$ cat src/rtl/imem_pkg.sv
`default_nettype none
// ============================================================================
// Module      : imem_pkg
// Description : Shared constants, loader state type and helper function for
//               the instruction-memory program loader.
//               Optional feature macro: IMEM_LOADER_CHECKSUM_EN
// Revision    : 1.0 - initial release
// ============================================================================
package imem_pkg;

  localparam int IMEM_DEPTH = 256;
  localparam int IMEM_AW    = 8;

  // CHECK exists only when the trailing checksum word is part of the stream.
  typedef enum logic [2:0] {
    ST_IDLE   = 3'd0,
    ST_HEADER = 3'd1,
    ST_DATA   = 3'd2,
`ifdef IMEM_LOADER_CHECKSUM_EN
    ST_CHECK  = 3'd3,
`endif
    ST_DONE   = 3'd4,
    ST_ERR    = 3'd5
  } load_state_t;

  // Header length field is one bit wider than the address so it can hold DEPTH.
  function automatic int hdr_len_width(input int aw);
    return aw + 1;
  endfunction

endpackage
`default_nettype wire

$ cat src/rtl/imem_load_ctrl.sv
`default_nettype none
// ============================================================================
// Module      : imem_load_ctrl
// Description : Loader FSM, length latch, write address and word counter.
//               Optional feature macro: IMEM_LOADER_CHECKSUM_EN
// Revision    : 1.0 - initial release
// ============================================================================
module imem_load_ctrl
  import imem_pkg::*;
#(
  parameter int DEPTH = IMEM_DEPTH,
  parameter int AW    = IMEM_AW,
  parameter int LW    = hdr_len_width(IMEM_AW)
) (
  input  logic          clk,
  input  logic          rst,
  input  logic          start,
  input  logic          s_valid,
  input  logic [LW-1:0] hdr_len,
`ifdef IMEM_LOADER_CHECKSUM_EN
  input  logic          chk_ok,
  output logic          start_acc,
`endif
  output logic          s_ready,
  output logic          cpu_stall,
  output logic          done,
  output logic          error,
  output logic [AW:0]   words_loaded,
  output logic [AW-1:0] addr,
  output logic          data_beat
);

  localparam logic [LW-1:0] DEPTH_W = LW'(DEPTH);

  load_state_t   state;
  logic [LW-1:0] len;
  logic          beat;

  // A beat transfers whenever the source is valid and the loader is ready.
  assign beat      = s_valid & s_ready;
  assign data_beat = beat && (state == ST_DATA);
`ifdef IMEM_LOADER_CHECKSUM_EN
  assign start_acc = start && ((state == ST_IDLE) || (state == ST_DONE) || (state == ST_ERR));
`endif

  // Loader FSM with registered handshake, stall and status outputs.
  always_ff @(posedge clk) begin
    if (rst) begin
      state        <= ST_IDLE;
      len          <= '0;
      addr         <= '0;
      words_loaded <= '0;
      s_ready      <= 1'b0;
      cpu_stall    <= 1'b0;
      done         <= 1'b0;
      error        <= 1'b0;
    end else begin
      case (state)
        ST_IDLE, ST_DONE, ST_ERR: begin
          if (start) begin
            state        <= ST_HEADER;
            addr         <= '0;
            words_loaded <= '0;
            s_ready      <= 1'b1;
            cpu_stall    <= 1'b1;
            done         <= 1'b0;
            error        <= 1'b0;
          end
        end
        ST_HEADER: begin
          if (beat) begin
            if ((hdr_len == '0) || (hdr_len > DEPTH_W)) begin
              state     <= ST_ERR;
              s_ready   <= 1'b0;
              cpu_stall <= 1'b0;
              error     <= 1'b1;
            end else begin
              len   <= hdr_len;
              state <= ST_DATA;
            end
          end
        end
        ST_DATA: begin
          if (beat) begin
            words_loaded <= words_loaded + LW'(1);
            if ((words_loaded + LW'(1)) == len) begin
`ifdef IMEM_LOADER_CHECKSUM_EN
              state     <= ST_CHECK;
`else
              state     <= ST_DONE;
              s_ready   <= 1'b0;
              cpu_stall <= 1'b0;
              done      <= 1'b1;
`endif
            end else begin
              // Only advance while words remain so a full image never wraps.
              addr <= addr + AW'(1);
            end
          end
        end
`ifdef IMEM_LOADER_CHECKSUM_EN
        ST_CHECK: begin
          if (beat) begin
            s_ready   <= 1'b0;
            cpu_stall <= 1'b0;
            if (chk_ok) begin
              state <= ST_DONE;
              done  <= 1'b1;
            end else begin
              state <= ST_ERR;
              error <= 1'b1;
            end
          end
        end
`endif
        default: begin
          state     <= ST_IDLE;
          s_ready   <= 1'b0;
          cpu_stall <= 1'b0;
        end
      endcase
    end
  end

endmodule
`default_nettype wire

$ cat src/rtl/imem_loader.sv
`default_nettype none
// ============================================================================
// Module      : imem_loader
// Description : Streams a length-prefixed program image into the instruction
//               memory through a registered write port, stalling the CPU
//               until the image is complete.
//               Optional feature macro: IMEM_LOADER_CHECKSUM_EN (trailing
//               XOR checksum word verified before DONE).
// Revision    : 1.0 - initial release
// ============================================================================
module imem_loader
  import imem_pkg::*;
#(
  parameter int DEPTH = IMEM_DEPTH,
  parameter int AW    = IMEM_AW
) (
  input  logic          clk,
  input  logic          rst,
  input  logic          start,
  input  logic [31:0]   s_data,
  input  logic          s_valid,
  output logic          s_ready,
  output logic          mem_we,
  output logic [AW-1:0] mem_waddr,
  output logic [31:0]   mem_wdata,
  output logic          cpu_stall,
  output logic          done,
  output logic          error,
  output logic [AW:0]   words_loaded
);

  localparam int LW = hdr_len_width(AW);

  logic [AW-1:0] addr;
  logic          data_beat;

`ifdef IMEM_LOADER_CHECKSUM_EN
  logic [31:0] chk_acc;
  logic        chk_ok;
  logic        start_acc;

  // Received checksum must equal the XOR of every data word in the image.
  assign chk_ok = (chk_acc == s_data);

  // Running XOR over data beats, restarted by each honoured start.
  always_ff @(posedge clk) begin
    if (rst) begin
      chk_acc <= '0;
    end else if (start_acc) begin
      chk_acc <= '0;
    end else if (data_beat) begin
      chk_acc <= chk_acc ^ s_data;
    end
  end
`endif

  imem_load_ctrl #(
    .DEPTH (DEPTH),
    .AW    (AW),
    .LW    (LW)
  ) u_ctrl (
    .clk          (clk),
    .rst          (rst),
    .start        (start),
    .s_valid      (s_valid),
    .hdr_len      (s_data[LW-1:0]),
`ifdef IMEM_LOADER_CHECKSUM_EN
    .chk_ok       (chk_ok),
    .start_acc    (start_acc),
`endif
    .s_ready      (s_ready),
    .cpu_stall    (cpu_stall),
    .done         (done),
    .error        (error),
    .words_loaded (words_loaded),
    .addr         (addr),
    .data_beat    (data_beat)
  );

  // Registered write port: one-cycle strobe the cycle after each data beat.
  always_ff @(posedge clk) begin
    if (rst) begin
      mem_we    <= 1'b0;
      mem_waddr <= '0;
      mem_wdata <= '0;
    end else begin
      mem_we <= data_beat;
      if (data_beat) begin
        mem_waddr <= addr;
        mem_wdata <= s_data;
      end
    end
  end

endmodule
`default_nettype wire

$ cat config.mk
export PLATFORM = sky130hd
export DESIGN_NAME = imem_loader
export DESIGN_NICKNAME = d
export VERILOG_FILES = /design/src/rtl/imem_pkg.sv /design/src/rtl/imem_load_ctrl.sv /design/src/rtl/imem_loader.sv
export SDC_FILE = /design/constraint.sdc
export NUM_CORES = 1
export LEC_CHECK = 0
export CORE_MARGIN = 2
export CORE_UTILIZATION = 42
export CTS_BUF_LIST = sky130_fd_sc_hd__clkbuf_16
export DETAILED_ROUTE_END_ITERATION = 7
export PLACE_DENSITY = 0.72
export SETUP_SLACK_MARGIN = 0.4
export SYNTH_ARGS = -nofsm -noshare
export SYNTH_HDL_FRONTEND = slang
export SYNTH_SLANG_ARGS = --single-unit
$ cat constraint.sdc
create_clock -name clk -period 2.85 [get_ports clk]
set_input_delay 0.4275 -clock clk [delete_from_list [all_inputs] [get_ports clk]]
set_output_delay 0.4275 -clock clk [all_outputs]
set_load 0.05 [all_outputs]
# After elaboration in Yosys (flattened, before gate mapping)
# Cells that the tools add are included.
# word_totals
register_bits,73
in_bits,36
# op_classes
addsub,2
n_lt_le_gt_ge,1
eq_ne,11
muxes,26
bitwise_logic,2
n_reduce_logical,14
# op_table
operator,n
8-bit 2-to-1 mux,3
9-bit 2-to-1 mux,2
9-bit case mux with 2 select lines,1
8-bit case mux with 2 select lines,1
4-bit AND reduction,4
3-bit 2-to-1 mux,5
1-bit 2-to-1 mux,10
9-bit by 1-bit adder with 9-bit output (second input constant),1
9-bit == test,1
9-bit > comparator (second input constant),1
9-bit zero test,1
3-bit case mux with 3 select lines,1
8-bit by 1-bit adder with 8-bit output (second input constant),1
3-bit == test (second input constant),2
2-bit by 1-bit != test with 1-bit output (second input constant),3
2-bit != test (second input constant),3
3-bit AND reduction,2
5-bit AND reduction,1
1-bit case mux with 2 select lines,2
2-bit nonzero test,2
3-bit by 1-bit == test with 1-bit output (second input constant),1
3-bit by 2-bit == test with 1-bit output (second input constant),1
3-bit zero test,1
1-bit case mux with 3 select lines,1
5 further kinds,5

# Depth between registers and ports, before layout
# Gate-level depths: netlist of run 1.
# logic_depth
word_depth,5
ltp_mapped,9
ltp_nobuf,8

# By module
# Synthesis of run 1 repeated with hierarchy kept, for this count alone.
# hier_totals
cells_unflattened,344
area_unflattened_um2,3283.1
# by_module_without_submodules
module,n_inst,cells_each,area_per_inst_um2,seq_area_each_um2
imem_load_ctrl,1,213,1798.0,640.6
imem_loader,1,131,1485.2,820.8

# Least setup slack after synthesis of run 1
# OpenSTA, ideal clock, no wires.
# synth_timing
path_kind,register to register
start,register u_ctrl.words_loaded[0]
end,register u_ctrl.addr[0]
setup_ns,0.067
arrival_time_ns,2.690
required_time_ns,2.783
path_slack_ns,0.093
stages_incl_launch_ff,9
period_less_slack_ns,2.757
cell_sequence,dfxtp_1 ha_1 nand3_1 nor2_1 nand2_1 a2111oi_2 a2111oi_4 or4_2 o21ai_2
# synth_between
elab_chain_cells,4
# synth_lines
item,line,source
start: declaration,imem_load_ctrl.sv:28,"output logic [AW:0] words_loaded,"
start signal: assignment,imem_load_ctrl.sv:85,words_loaded <= words_loaded + LW'(1);
9-bit by 1-bit adder with 9-bit output,imem_load_ctrl.sv:86,if ((words_loaded + LW'(1)) == len) begin
9-bit == test,imem_load_ctrl.sv:86,
2-bit != test (no source line),--,
4-bit AND reduction (no source line),--,
end signal: assignment,imem_load_ctrl.sv:97,addr <= addr + AW'(1);
end: declaration,imem_load_ctrl.sv:29,"output logic [AW-1:0] addr,"
# No other way between the ends.
# A chain may end at the register's enable or synchronous reset.

# Final worst setup path of run 1
# Same ends and word-level chain as after synthesis.

==> impl_metrics.json, run 1 <==
{
  "status": "complete, no violations",
  "max_slew_margin": 0.4583,
  "powerDensity_mw_per_mm2": 525.0,
  "final.setup_skew_ns": 0.005909,
  "setup_tns_ns": 0,
  "fin_crit_ns": 2.307,
  "finalPower_uw": 2364,
  "ios": 90,
  "finalCritPeriodShare": 0.8096,
  "dr_total_vias": 2995,
  "numClockSinks": 73,
  "cts_tree": "done",
  "combPwrFrac": 0.059,
  "fmax_mhz": 433.4,
  "dieArea_mm2": 0.008260,
  "ys_warn_count": 0,
  "drtIter0Drc": 126,
  "report.final.hold_viol_count": 0,
  "reg2reg_depth": 9,
  "maxCapViolCount": 0,
  "grt_pass1_wl_um": 13040,
  "initial_core_util": 0.4348,
  "wl_per_cell_um": 13.81,
  "netlist_area_mm2": 0.003171,
  "ys_ff_latch": 73,
  "diodes": 0,
  "worstPathArrival_ns": 2.58,
  "dpl.hpwl_um": 5406,
  "start_kind": "flop",
  "async_flop_share": 0,
  "fp.dieH_um": 90.89,
  "finalMaxSlewViolations": 0,
  "insertion_delay_ns": 0.33,
  "ant_nets": 0,
  "p_clk_frac": 0.506,
  "peakVddDrop_v": 0.0003059,
  "overflow": 0,
  "avgSynthCellArea_um2": 8.047,
  "slowest_delay_ns": 0.55,
  "whs_path_depth": 2,
  "slowest_stage": "or4_2",
  "path_max_fanout": 9,
  "synth_commonest_cells": "nand2_1, dfxtp_1, a21oi_1",
  "crit_path_cell_trace": "ha_2 > nand3_2 > nor2_2 > nand2_1 > a2111oi_4 > a2111oi_4 > buf_4 > or4_2 > o21ai_2",
  "cts.path.max_buffers": 2,
  "drcViolationCount": 0,
  "synth-edff-count": 0,
  "ys_seq_area_frac": 0.4609,
  "grt.total_usage": 0.1930,
  "netlist_instances": 394,
  "swShare": 0.2251,
  "num_rows": 31,
  "ys.flop_type": "dfxtp_1",
  "critPathKind": "reg -> reg",
  "gp_congestion": 0.8061,
  "r2r_slack_ns": 0.54,
  "power.leakage_uw": 0.001522,
  "routed_wl_um": 8009,
  "via_per_inst": 5.164,
  "grt_pass1_vias": 2712,
  "clkTransAtPathRegs_ns": 0.06,
  "rsz0062_at_grt": "false",
  "cts_root_buf": "clkbuf_16",
  "cts_buffers": 9,
  "max_slew.worst_pin.slew_ns": 0.8041,
  "synth.top_cell.area_share": 0.4609,
  "postCtsHoldBufs": 0,
  "antenna_found_initial": 0,
  "grt_max_degree": 43,
  "synth.most_common_cell": "nand2_1",
  "coreArea_mm2": 0.007292,
  "crit_path_end_kind": "flop",
  "drive_gt1_frac": 0.1164,
  "die_x_um": 90.89,
  "crit_required_ns": 3.12,
  "port_buffers": 89,
  "yosys-top-cells-area": "dfxtp_1, nand2_1, a21oi_1, nor2_1, mux2i_1",
  "setup_viol": 0,
  "path_common_cell": "a2111oi_4",
  "power_switching_uw": 532.1,
  "holdCritPathClass": "reg -> reg",
  "area_growth_pct": 42.03,
  "p_int_uw": 1832,
  "synth.distinct_cells": 52,
  "yosys.area.top_type": "dfxtp_1",
  "dr.pass1.iters": 4,
  "htreeDepth": 3,
  "syn_nets": 432,
  "sequentialPowerShare": 0.436,
  "nets": 514
}
==> critical path, delay by kind of cell (launching register included) <==
kind	cells	cell delay [ns]
AOI/OAI and AO/OA	3	0.54
adders and majority gates	1	0.23
buffers and inverters	1	0.19
DFF	1	0.39
and+or+nand+nor	4	0.89
==> state kept, by name, summed over array words and instances (netlist names) <==
signal and flops:
u_ctrl.len 9, u_ctrl.state 3, u_ctrl.done 1, mem_waddr 8, u_ctrl.words_loaded 9, u_ctrl.s_ready 1, mem_wdata 32, mem_we 1
u_ctrl.error 1, u_ctrl.addr 8
==> final cells by class <==
type | instances | area [um2]
fillers | 684 | 2789
clock inverters | 6 | 72.57
multi-input cells | 294 | 1629
flip-flops and latches | 73 | 1474
inverters | 1 | 3.754
repair buffers | 97 | 949.7
well taps | 99 | 123.9
clock buffers | 10 | 250.2
==> power by group through the flow <==
stage               Combinational [uW]  Clock, uW  Sequential (uW)
floorplan                         58.2          0             1060
global placement                   136          0             1050
detailed placement                 137          0             1050
CTS                                138       1220             1030
global route                       150       1260             1030
finish                             138       1200             1030
==> cell families (layout without fill, tap and decap cells) <==
logic type,after synthesis,after routing,share of synthesized area
flip-flops,73,73,0.4609
buffers and inverters,27,114,0.03985
adder cells (fa/ha/maj),2,2,0.007891
AO/OA/AOI/OAI,89,89,0.1681
XOR/XNOR,10,10,0.02763
multiplexers,10,10,0.03157
AND/OR/NAND/NOR,183,183,0.2640
==> metrics by stage <==
stage                       util  area [um2]  std cells  hold slack (ns)  setup WS (ns)
after floorplan                -        3183        394           0.4370         0.3938
after global placement    0.5667        4133        562           0.4417         0.2927
after detailed placement  0.5667        4133        562           0.4461         0.2646
after CTS                 0.6141        4478        579           0.4546         0.4128
after global routing      0.6175        4503        580           0.4702         0.4211
final                     0.6175        4503        580           0.4528         0.5427
==> final timing paths <==
kind                                              from              to
worst max-delay path            u_ctrl.words_loaded[0]  u_ctrl.addr[0]
worst min-delay path                     mem_wdata[27]   mem_wdata[27]
worst max register to register  u_ctrl.words_loaded[0]  u_ctrl.addr[0]
worst min register to register           mem_wdata[27]   mem_wdata[27]
==> per-layer routing <==
layer | global-route usage | routed length [um]
met1 | 0.2439 | 3634
met2 | 0.3252 | 3923
met3 | 0.03088 | 312
met4 | 0.08460 | 140
met5 | 0 | 0
==> repair_timing <==
item | 4_1_cts | 5_1_grt
cloned | 0 | 1
setup buffers | 1 | 0
setup endpoints to repair | 7 | 12
pin swaps | 1 | 3
resized for setup | 2 | 6
==> layout by cell type (no fill, tap or decap), types with 2 or more instances in the layout <==
master and count:
dfxtp_2 4, xor2_1 3, buf_4 7, or2_2 2
a21oi_1 58, and3_1 4, dfxtp_4 2, nor2_2 2
nand3_2 2, clkinv_4 2, nor2_1 31, nand4_1 2
nor4_1 2, mux2i_1 10, clkbuf_16 10, nand3_1 5
nor3_1 8, and3_2 2, clkdlybuf4s50_1 88, or3_2 5
or4_1 2, nand2_1 94, nor2b_1 6, a2111oi_4 2
o21ai_0 14, dfxtp_1 67, nand2b_1 2, xnor2_1 7
and2_1 5
Note: power is estimated with default switching activity, not from simulation.
==> run 2: changes to the inputs <==
==> constraint.sdc (replaced) <==
create_clock -name clk -period 2.2 [get_ports clk]
set_input_delay 0.33 -clock clk [delete_from_list [all_inputs] [get_ports clk]]
set_output_delay 0.33 -clock clk [all_outputs]
set_load 0.05 [all_outputs]
==> run 2 against run 1 <==
Net effect:
- the flow now finishes with violations (negative setup slack)
- flip-flop and latch count unchanged
- wire length up 8.8%
- critical path depth unchanged
- largest cell class unchanged
==> impl_metrics.json, run 2 (same netlist as run 1, synthesis figures left out) <==
{
  "status": "finished with violations",
  "violations": "negative setup slack",
  "path_max_fanout": 5,
  "insertion_delay_ns": 0.33,
  "worstPathArrival_ns": 2.44,
  "grt_use_met1": 0.2482,
  "via_per_inst": 5.094,
  "setup_ws_ns": -0.01664,
  "grt_pass1_vias": 2932,
  "cts.path.max_buffers": 2,
  "fin_crit_ns": 2.217,
  "area_growth_pct": 51.38,
  "slowest_delay_ns": 0.36,
  "largest_reg_flops": 32,
  "finalCritPeriodShare": 1.008,
  "grt_pass1_wl_um": 14000,
  "cts_tree": "done",
  "start_kind": "flop",
  "die_x_um": 90.89,
  "clkTransAtPathRegs_ns": 0.06,
  "initial_core_util": 0.4348,
  "grt.total_usage": 0.2112,
  "reg2reg_depth": 9,
  "critPathKind": "reg -> reg",
  "max_slew.worst_pin.slew_ns": 0.5265,
  "drtIter0Drc": 134,
  "rsz0062_at_grt": "true",
  "coreArea_mm2": 0.007292,
  "final.setup_skew_ns": 0.004601,
  "fmax_mhz": 451.1,
  "num_rows": 31,
  "dpl-instance-area_mm2": 0.004409,
  "overflow": 0,
  "holdCritPathClass": "in -> reg",
  "htreeDepth": 3,
  "place_inst": 589,
  "post-route-util": 0.6582,
  "maxCapViolCount": 0,
  "slowest_stage": "dfxtp_4",
  "peakVddDrop_v": 0.0005052,
  "worstSetupPathDepth": 9,
  "wl_per_cell_um": 14.31,
  "powerDensity_mw_per_mm2": 665.9,
  "multiInputGateArea_mm2": 0.001714,
  "gp_congestion": 0.8643,
  "final_cell_area_mm2": 0.004800,
  "ant_nets": 0,
  "crit_path_cell_trace": "ha_4 > xnor2_2 > a32oi_1 > o2111ai_1 > a2111o_1 > a2111oi_4 > buf_4 > nor2_4 > o31a_1",
  "layout_commonest_cell": "nand2_1",
  "postCtsHoldBufs": 0,
  "path_delay_family": "compound AO/OA/AOI/OAI gates",
  "routed_wl_um": 8712,
  "finalMaxSlewViolations": 0,
  "dpl.hpwl_um": 5969,
  "top_regs": "mem_wdata (32), u_ctrl.len (9), u_ctrl.words_loaded (9)",
  "met3_usage": 0.03923,
  "reg2reg_from": "u_ctrl.words_loaded[0]",
  "drive_gt1_frac": 0.2059,
  "dr.pass1.iters": 4,
  "crit_required_ns": 2.42,
  "cts_buffers": 9,
  "finalNonFillerCells": 609,
  "fill_cells": 666,
  "cp_num_buf_inv": 1,
  "max_slew_margin": 0.6504,
  "regArea_mm2": 0.001486,
  "r2r_slack_ns": -0.02,
  "report.final.hold_viol_count": 0,
  "met2_usage": 0.3794,
  "r2r-end": "u_ctrl.s_ready",
  "antenna_found_initial": 0,
  "drcViolationCount": 0,
  "finalPower_uw": 3196,
  "crit_path_end_kind": "flop",
  "setup_viol": 2,
  "diodes": 0,
  "min_from": "rst",
  "power.leakage_uw": 0.002109,
  "grt_max_degree": 43,
  "largest_register": "mem_wdata",
  "layout_common_cells": "nand2_1, dfxtp_1, a21oi_1, dlygate4sd2_1, buf_4",
  "cts_root_buf": "clkbuf_16",
  "nets": 543,
  "port_buffers": 89,
  "timing.hold.ws_ns": 0.3248,
  "numClockSinks": 73,
  "fp.dieH_um": 90.89,
  "dr_total_vias": 3102,
  "grt_busiest_layer": "met2",
  "dieArea_mm2": 0.008260,
  "ios": 90,
  "whs_path_depth": 3,
  "min_to": "u_ctrl.addr[0]"
}
[run 2: cell count changes in the layout (fill, tap and decap cells not counted), sizes merged, moves of 3 or more]
cell and change:
clkbuf +4, clkdlybuf4s15 +3, buf +29, clkdlybuf4s50 -62, dlygate4sd2 +43, clkinv -3, dlymetal6s2s +11
[run 2: per-layer routing]
metal | up-vias | part of all wire
met4 | 0 | 0.016
met1 | 1447 | 0.42
met2 | 73 | 0.53
li1 | 1570 | -
met5 | - | 0
met3 | 12 | 0.039
[run 2: worst max-delay path by stage]
stage          slack, ns                    from              to
6_report           -0.02  u_ctrl.words_loaded[0]  u_ctrl.s_ready
5_1_grt            -0.11  u_ctrl.words_loaded[0]  u_ctrl.s_ready
4_1_cts             0.02  u_ctrl.words_loaded[0]  u_ctrl.s_ready
3_5_place_dp       -0.19               s_data[5]   u_ctrl.len[2]
3_3_place_gp       -0.12               s_data[5]   u_ctrl.len[7]
2_1_floorplan      -0.02  u_ctrl.words_loaded[2]  u_ctrl.s_ready
[run 2: layout make-up]
cell class,instances,area share
multi-input combinational,294,0.3571
sequential,73,0.3097
timing repair buffer,126,0.2354
clock buffer,9,0.04692
tap,99,0.02581
clock inverter,7,0.02424
inverter,1,0.0007821
[run 2: power by group]
group,switching [uW],internal (uW)
Sequential,9.57,1320
Clock,553,1110
Combinational,101,103
[run 2: worst register-to-register path, cell delays in order (launching register included)]
cell and delay, ns:
dfxtp_4 0.36, ha_4 0.18, xnor2_2 0.15, a32oi_1 0.17, o2111ai_1 0.15, a2111o_1 0.35
a2111oi_4 0.22, buf_4 0.20, nor2_4 0.04, o31a_1 0.29
[run 2: timing repair]
item / in CTS / in global routing
cloned: 1 / 0
pin swaps: 9 / 7
resized for setup: 67 / 27
setup endpoints to repair: 65 / 41
setup buffers: 2 / 1
[run 2: per-stage QoR]
| stage | setup WS [ns] | setup TNS [ns] |
|---|---|---|
| 2_1_floorplan | -0.01555 | -0.03212 |
| 3_3_place_gp | -0.1241 | -1.193 |
| 3_5_place_dp | -0.1941 | -1.777 |
| 4_1_cts | 0.01711 | 0 |
| 5_1_grt | -0.1071 | -0.6943 |
| 6_report | -0.01664 | -0.02645 |
